==> config.mk <==
export PLATFORM = sky130hd
export DESIGN_NAME = ext_sram_ctrl
export DESIGN_NICKNAME = d
export VERILOG_FILES = /design/src/rtl/ext_sram_ctrl.sv
export SDC_FILE = /design/constraint.sdc
export NUM_CORES = 1
export LEC_CHECK = 0
export CORE_ASPECT_RATIO = 0.6
export CORE_UTILIZATION = 32
export CTS_CLUSTER_SIZE = 14
export DETAILED_ROUTE_END_ITERATION = 10
export PLACE_DENSITY = 0.72
export SETUP_SLACK_MARGIN = 0.3
export SYNTH_ARGS = -nofsm -noshare
export SYNTH_HDL_FRONTEND = slang
export SYNTH_SLANG_ARGS = --single-unit
==> constraint.sdc <==
create_clock -name clk_i -period 1.95 [get_ports clk_i]
set_input_delay 0.2925 -clock clk_i [delete_from_list [all_inputs] [get_ports clk_i]]
set_output_delay 0.2925 -clock clk_i [all_outputs]
set_load 0.02 [all_outputs]
==> src/rtl/ext_sram_ctrl.sv <==
// ext_sram_ctrl
//   Pin-side controller between the mmu's byte-wide external SRAM request
//   channel and the external SRAM pins. Every pin output is registered. Each
//   access holds its strobe for WaitStates+1 cycles. Writes are followed by
//   one bus turnaround (RECOVER) cycle. Completion is signalled with an
//   rvalid pulse.
//
// Handshake (req/gnt/rvalid):
//   The mmu raises req_i with we_i/addr_i/wdata_i and holds all of them
//   stable until it sees gnt_o high. gnt_o is combinational and is high only
//   while idle, out of reset and with req_i high. A transfer happens on the
//   clock edge where req_i && gnt_o. Exactly one rvalid_o pulse follows each
//   grant, WaitStates+2 cycles after it, unless reset aborts the access.
//   rdata_o is meaningful in the rvalid_o cycle of a read.
//
// Ports:
//   clk_i, rst_ni             clock, synchronous active-low reset
//   req_i, we_i, addr_i,
//   wdata_i                   mmu request channel
//   gnt_o, rvalid_o, rdata_o  mmu response channel
//   sram_addr_o, sram_wdata_o,
//   sram_read_o, sram_write_o registered pin outputs
//   sram_rdata_i              read data from the pins

module ext_sram_ctrl #(
  parameter int AddrWidth  = 16,
  parameter int DataWidth  = 8,
  parameter int WaitStates = 2
) (
  input  logic                 clk_i,
  input  logic                 rst_ni,
  input  logic                 req_i,
  input  logic                 we_i,
  input  logic [AddrWidth-1:0] addr_i,
  input  logic [DataWidth-1:0] wdata_i,
  output logic                 gnt_o,
  output logic                 rvalid_o,
  output logic [DataWidth-1:0] rdata_o,
  output logic [AddrWidth-1:0] sram_addr_o,
  output logic [DataWidth-1:0] sram_wdata_o,
  output logic                 sram_read_o,
  output logic                 sram_write_o,
  input  logic [DataWidth-1:0] sram_rdata_i
);

  generate
    if (WaitStates < 0 || WaitStates > 15) begin : g_bad_wait_states
      $error("ext_sram_ctrl: WaitStates must be in 0..15");
    end
  endgenerate

  localparam logic [3:0] WaitLoad = 4'(WaitStates);

  typedef enum logic [1:0] {
    IDLE    = 2'd0,
    ACCESS  = 2'd1,
    RECOVER = 2'd2
  } state_e;

  state_e     state;
  logic [3:0] wait_cnt;  // remaining ACCESS cycles after the current one
  logic       is_write;  // direction of the access in flight

  // rst_ni is folded in so no grant is offered while reset is being sampled.
  assign gnt_o = req_i && (state == IDLE) && rst_ni;

  always_ff @(posedge clk_i) begin
    if (!rst_ni) begin
      state        <= IDLE;
      wait_cnt     <= 4'd0;
      is_write     <= 1'b0;
      rvalid_o     <= 1'b0;
      rdata_o      <= '0;
      sram_addr_o  <= '0;
      sram_wdata_o <= '0;
      sram_read_o  <= 1'b0;
      sram_write_o <= 1'b0;
    end else begin
      rvalid_o <= 1'b0;
      unique case (state)
        IDLE: begin
          if (req_i) begin
            sram_addr_o <= addr_i;
            if (we_i) begin
              sram_wdata_o <= wdata_i;
            end
            is_write     <= we_i;
            wait_cnt     <= WaitLoad;
            sram_read_o  <= !we_i;
            sram_write_o <= we_i;
            state        <= ACCESS;
          end
        end
        ACCESS: begin
          if (wait_cnt == 4'd0) begin
            // Last strobe cycle: the pins still show the read strobe, so
            // sram_rdata_i is valid on this edge.
            sram_read_o  <= 1'b0;
            sram_write_o <= 1'b0;
            rvalid_o     <= 1'b1;
            if (is_write) begin
              state <= RECOVER;
            end else begin
              rdata_o <= sram_rdata_i;
              state   <= IDLE;
            end
          end else begin
            wait_cnt <= wait_cnt - 4'd1;
          end
        end
        RECOVER: begin
          // Turnaround cycle so the SRAM releases the bus before a new access.
          state <= IDLE;
        end
        default: begin
          state <= IDLE;
        end
      endcase
    end
  end

endmodule

==> impl_metrics.env, run 1 <==
export IMPL_clock_path_buffers=2
export IMPL_cts_tree="done"
export IMPL_setup_violations=0
export IMPL_drive_gt1_frac=0.138
export IMPL_route_detailed_drc=0
export IMPL_synth_top_cell_area_share=0.558
export IMPL_layout_commonest_cell="clkdlybuf4s50_1"
export IMPL_maxSlewHeadroom=0.578
export IMPL_power_mw=2.02
export IMPL_ys_seq_area_frac=0.558
export IMPL_grt_use_total=0.148
export IMPL_antenna_found_initial=0
export IMPL_gp_congestion=0.745
export IMPL_setup_tns_ns=0
export IMPL_syn_cell_area_um2=1510
export IMPL_area_growth_syn_to_layout_pct=63.2
export IMPL_yosysUniqueCellTypes=33
export IMPL_hold_ws_ns=0.455
export IMPL_place_detailed_hpwl_mm=2.52
export IMPL_fin_nets=254
export IMPL_leakage_nw=0.953
export IMPL_insertion_delay_ns=0.29
export IMPL_antenna_cells=0
export IMPL_start_kind="flip-flop"
export IMPL_clock_fmax_ghz=0.634
export IMPL_yosys_top_cells_area="dfxtp_1 (56%), a22o_1 (14%), mux2i_1 (5.3%)"
export IMPL_final_util=0.572
export IMPL_wl_per_cell_um=12.6
export IMPL_async_flop_share=0
export IMPL_cts_buffers=5
export IMPL_ant_nets=0
export IMPL_top_level_ports=72
export IMPL_dr_pass1_iters=5
export IMPL_syn_num_nets=174
export IMPL_mostFrequentLayoutCells="clkdlybuf4s50_1 (69), dfxtp_1 (40), a22o_1 (24), nand2_1 (16), mux2i_1 (8)"
export IMPL_place_inst=269
export IMPL_fin_cells=278
export IMPL_grt_pass1_wl_mm=5.47
export IMPL_cts_sinks=42
export IMPL_dieArea_um2=5000
export IMPL_worst_pin_slew_ns=0.631
export IMPL_worstPathArrival_ns=1.29
export IMPL_regToRegSetupSlack_ns=0.39
export IMPL_period_needed_ns=1.58
export IMPL_place_area_um2=2340
export IMPL_status="finished clean"
export IMPL_period_share=0.809
export IMPL_pre_cts_slack_ns=-0.316
export IMPL_yosysWarnings=0
export IMPL_root_buffer="clkbuf_8"
export IMPL_stdcell_area_um2=2460
export IMPL_finalMaxSlewViolations=0
export IMPL_drtIter0Drc=32
export IMPL_rsz0062_at_grt="false"
export IMPL_routed_wl_mm=3.49
export IMPL_critPathRequiredTime_ns=1.66
export IMPL_worst_path_max_fanout=7
export IMPL_p_per_area_nw_per_um2=819
export IMPL_finalHoldViolCount=0
export IMPL_cp_end_kind="output pin"
export IMPL_row_count=18
export IMPL_grt_pass1_vias=1175
export IMPL_core_region_area_um2=4300
export IMPL_avgSynthCellArea_um2=11.0
export IMPL_peakVddDrop_mv=0.455
export IMPL_yosysTopAreaCell="dfxtp_1"
export IMPL_crit_type="reg -> out"
export IMPL_finClkSkew_ns=0.00468
export IMPL_die_w_um=90.6
export IMPL_clkTransAtPathRegs_ns=0.07
export IMPL_vias=1293
export IMPL_cts_max_level=2
export IMPL_synth_cells=137
export IMPL_maxCapViolations=0
export IMPL_synth_edf_count=0
export IMPL_die_h_um=55.2
export IMPL_grt_max_degree=21
export IMPL_initial_utilization=0.350
export IMPL_io_buffers=71
export IMPL_gr_total_overflow=0
export IMPL_hp_class="reg -> reg"
export IMPL_timing_final_ws_setup_ns=0.372
export IMPL_synth_seq_cells=42
export IMPL_viasPerCell=4.65
export IMPL_synth_ff_type="dfxtp_1"
## worst paths after layout
path,from,endpoint,cells past startpoint
max,state[1],gnt_o,3
min,rdata_o[7],rdata_o[7],2
max reg2reg,wait_cnt[0],sram_write_o,5
min reg2reg,rdata_o[7],rdata_o[7],2
## state kept, by name, summed over array words and instances (netlist names)
register	cells
is_write	1
rvalid_o	1
sram_read_o	1
sram_addr_o	16
sram_write_o	1
sram_wdata_o	8
wait_cnt	4
rdata_o	8
state	2
## cell usage after synthesis (2+ instances only)
library cell,number
a21boi_0,3
a22o_1,24
and2_1,2
buf_2,2
clkbuf_1,3
dfxtp_1,42
inv_1,5
mux2i_1,8
nand2_1,16
nor2_1,3
nor4bb_1,2
o21ai_0,3
o21bai_1,2
or2_2,2
or4_1,2
## area by class of cell
class                           instances  area, um^2
Fill cell                             362        1840
Multi-Input combinational cell         84         637
Timing Repair Buffer                   79         796
Clock buffer                            7        86.3
Sequential cell                        42         843
Clock inverter                          1        5.00
Tap cell                               60        75.1
Inverter                                5        18.8
## logic make-up after synthesis
family	synth area share
flip-flops	0.558
AO/OA/AOI/OAI	0.200
adder cells (fa/ha/maj)	0.00830
multiplexers	0.0531
buffers and inverters	0.0315
AND/OR/NAND/NOR	0.149
## routing by layer
layer  routed length [um]  vias to the layer above  global-route usage  share of wire
li1                     -                      657                   -              -
met1                 1760                      584               0.195           0.50
met2                 1260                       47               0.191           0.36
met3                  428                        5              0.0902           0.12
met4                   50                        0              0.0565          0.014
met5                    0                        -                   0              0
## power by group
group	switching [mW]	internal, mW
combinational	0.211	0.277
clock	0.276	0.285
sequential	0.0415	0.925
total	0.528	1.49
## worst max-delay path, stage by stage (launching register included)
cell and delay (ns):
dfxtp_2 0.35, or3b_4 0.38, nor2_2 0.11, buf_4 0.16
## what timing repair did
item                                    4_1_cts  5_1_grt
hold buffers                                  0        0
pin swaps                                     1        2
endpoints found under the setup margin        7       12
buffers inserted                              1        0
resized for setup                            10        5
(Power assumes the default switching activity.)
==> run 2, diff against run 1 <==
==> constraint.sdc (replaced) <==
create_clock -name clk_i -period 1.6 [get_ports clk_i]
set_input_delay 0.24 -clock clk_i [delete_from_list [all_inputs] [get_ports clk_i]]
set_output_delay 0.24 -clock clk_i [all_outputs]
set_load 0.02 [all_outputs]
==> run 2 against run 1 <==
Against the previous run:
- utilization grew 3.8 points
- critical path type unchanged
- highest routed layer unchanged
- clock skew shrank 0.00093 ns
- non-clock buffer count grew 10
==> impl_metrics.env, run 2 (synthesis gave the netlist of run 1 again) <==
export IMPL_top_regs="sram_addr_o: 16 flops, rdata_o: 8 flops, sram_wdata_o: 8 flops"
export IMPL_hold_ws_ns=0.459
export IMPL_worst_path_max_fanout=2
export IMPL_routed_wl_mm=4.24
export IMPL_intPower_mw=1.80
export IMPL_ant_nets=0
export IMPL_insertion_delay_ns=0.29
export IMPL_regToRegSetupSlack_ns=0.08
export IMPL_peakVddDrop_mv=0.348
export IMPL_clkTransAtPathRegs_ns=0.07
export IMPL_place_area_um2=2380
export IMPL_switching_share=0.280
export IMPL_crit_buf_inv=1
export IMPL_power_mw=2.50
export IMPL_crit_slowest_cell="or3b_4"
export IMPL_antenna_cells=0
export IMPL_drtIter0Drc=80
export IMPL_cts_max_level=2
export IMPL_core_region_area_um2=4300
export IMPL_maxSlewHeadroom=0.716
export IMPL_die_w_um=90.6
export IMPL_route_detailed_drc=0
export IMPL_reg2reg_from="wait_cnt[0]"
export IMPL_status="finished clean"
export IMPL_area_growth_syn_to_layout_pct=73.9
export IMPL_p_clk_frac=0.256
export IMPL_r2r_end="wait_cnt[3]"
export IMPL_pre_cts_slack_ns=-0.489
export IMPL_crit_type="reg -> out"
export IMPL_gp_congestion=0.726
export IMPL_initial_utilization=0.350
export IMPL_place_detailed_hpwl_mm=2.72
export IMPL_finalHoldViolCount=0
export IMPL_period_needed_ns=1.52
export IMPL_grt_pass1_wl_mm=6.50
export IMPL_vias=1348
export IMPL_row_count=18
export IMPL_critical_path_top_delay_family="simple AND/OR/NAND/NOR gates"
export IMPL_cp_end_kind="output pin"
export IMPL_combPwrFrac=0.271
export IMPL_top_level_ports=72
export IMPL_hold_end="rdata_o[3]"
export IMPL_cts_sinks=42
export IMPL_start_kind="flip-flop"
export IMPL_grt_pass1_vias=1309
export IMPL_wl_per_cell_um=14.6
export IMPL_final_util=0.610
export IMPL_largest_register="sram_addr_o"
export IMPL_worst_pin_slew_ns=0.424
export IMPL_cp_slowest_stage_delay_ns=0.41
export IMPL_timing_final_ws_setup_ns=0.0824
export IMPL_min_path_cells=2
export IMPL_switchingPower_mw=0.700
export IMPL_layout_commonest_cell="dfxtp_1"
export IMPL_cp_cell_sequence="or3b_4 -> nor2_4 -> buf_6"
export IMPL_finalMaxSlewViolations=0
export IMPL_grt_use_total=0.176
export IMPL_period_share=0.948
export IMPL_fin_cells=290
export IMPL_dr_pass1_iters=6
export IMPL_ff2ff_path_depth=5
export IMPL_fin_nets=267
export IMPL_antenna_found_initial=0
export IMPL_cts_buffers=5
export IMPL_place_inst=270
export IMPL_cts_tree="done"
export IMPL_clock_fmax_ghz=0.659
export IMPL_setup_tns_ns=0
export IMPL_drive_gt1_frac=0.239
export IMPL_seqPwrFrac=0.473
export IMPL_rsz0062_at_grt="true"
export IMPL_stdcell_area_um2=2620
export IMPL_setup_violations=0
export IMPL_grt_max_degree=22
export IMPL_leakage_nw=1.19
export IMPL_hp_class="reg -> reg"
export IMPL_clock_path_buffers=2
export IMPL_critPathRequiredTime_ns=1.36
export IMPL_largest_reg_flops=16
export IMPL_min_from="rdata_o[3]"
export IMPL_dieArea_um2=5000
export IMPL_root_buffer="clkbuf_8"
export IMPL_maxCapViolations=0
export IMPL_p_per_area_nw_per_um2=951
export IMPL_gr_total_overflow=0
export IMPL_viasPerCell=4.65
export IMPL_finClkSkew_ns=0.00375
export IMPL_worstPathArrival_ns=1.28
export IMPL_io_buffers=71
export IMPL_die_h_um=55.2
export IMPL_mostFrequentLayoutCells="dfxtp_1 (38), dlygate4sd2_1 (36), clkdlybuf4s50_1 (34), a22o_1 (24), nand2_1 (16)"
-- run 2: cell count changes in the layout (fill, tap and decap cells not counted), sizes merged --
| cell | change |
|---|---|
| buf | +9 |
| clkdlybuf4s50 | -35 |
| clkbuf | -1 |
| clkinv | +1 |
| dlygate4sd2 | +35 |
| and2 | +3 |
-- run 2: final cells by class --
cell class / count / area [um^2]
clock inverter: 2 / 10.0
timing repair buffer: 89 / 867
multi-input combinational: 87 / 737
tap: 60 / 75.1
sequential: 42 / 846
inverter: 5 / 18.8
clock buffer: 5 / 68.8
fill: 369 / 1680
-- run 2: power by group through the flow --
| stage | sequential (mW) | clock, mW | combinational (mW) |
|---|---|---|---|
| floorplan | 1.27 | 0 | 0.239 |
| global placement | 1.20 | 0 | 0.592 |
| detailed placement | 1.20 | 0 | 0.600 |
| CTS | 1.18 | 0.655 | 0.632 |
| global route | 1.19 | 0.715 | 0.724 |
| finish | 1.18 | 0.639 | 0.675 |
-- run 2: per-layer routing --
layer  wire [um]  up-vias  track usage  part of all wire
li1            -      687            -                 -
met5           0        -            0                 0
met1        2210      619        0.253              0.52
met3         238        5       0.0492             0.056
met4          49        0       0.0806             0.012
met2        1740       37        0.244              0.41
-- run 2: worst reg2reg max path: cells and delay by family (launching register included) --
family                     cells  cell delay (ns)
DFF                            1             0.36
buffers and inverters          1             0.05
adders and majority gates      1             0.16
AOI/OAI and AO/OA              1             0.13
and+or+nand+nor                2             0.76
-- run 2: worst max-delay path by stage --
| stage | cells after the start | slack, ns | end | start |
|---|---|---|---|---|
| after floorplan | 5 | 0.09 | rdata_o[0] | wait_cnt[0] |
| final | 3 | 0.08 | gnt_o | state[1] |
| after global placement | 4 | -0.49 | gnt_o | req_i |
| after global routing | 6 | 0.02 | rdata_o[0] | wait_cnt[1] |
| after detailed placement | 4 | -0.49 | gnt_o | req_i |
| after CTS | 6 | 0.09 | rdata_o[2] | wait_cnt[1] |
-- run 2: what timing repair did --
action,4_1_cts,5_1_grt
setup buffers,5,4
cloned,3,1
setup endpoints to repair,77,42
pin swaps,8,8
resized for setup,58,12
hold buffers,0,0
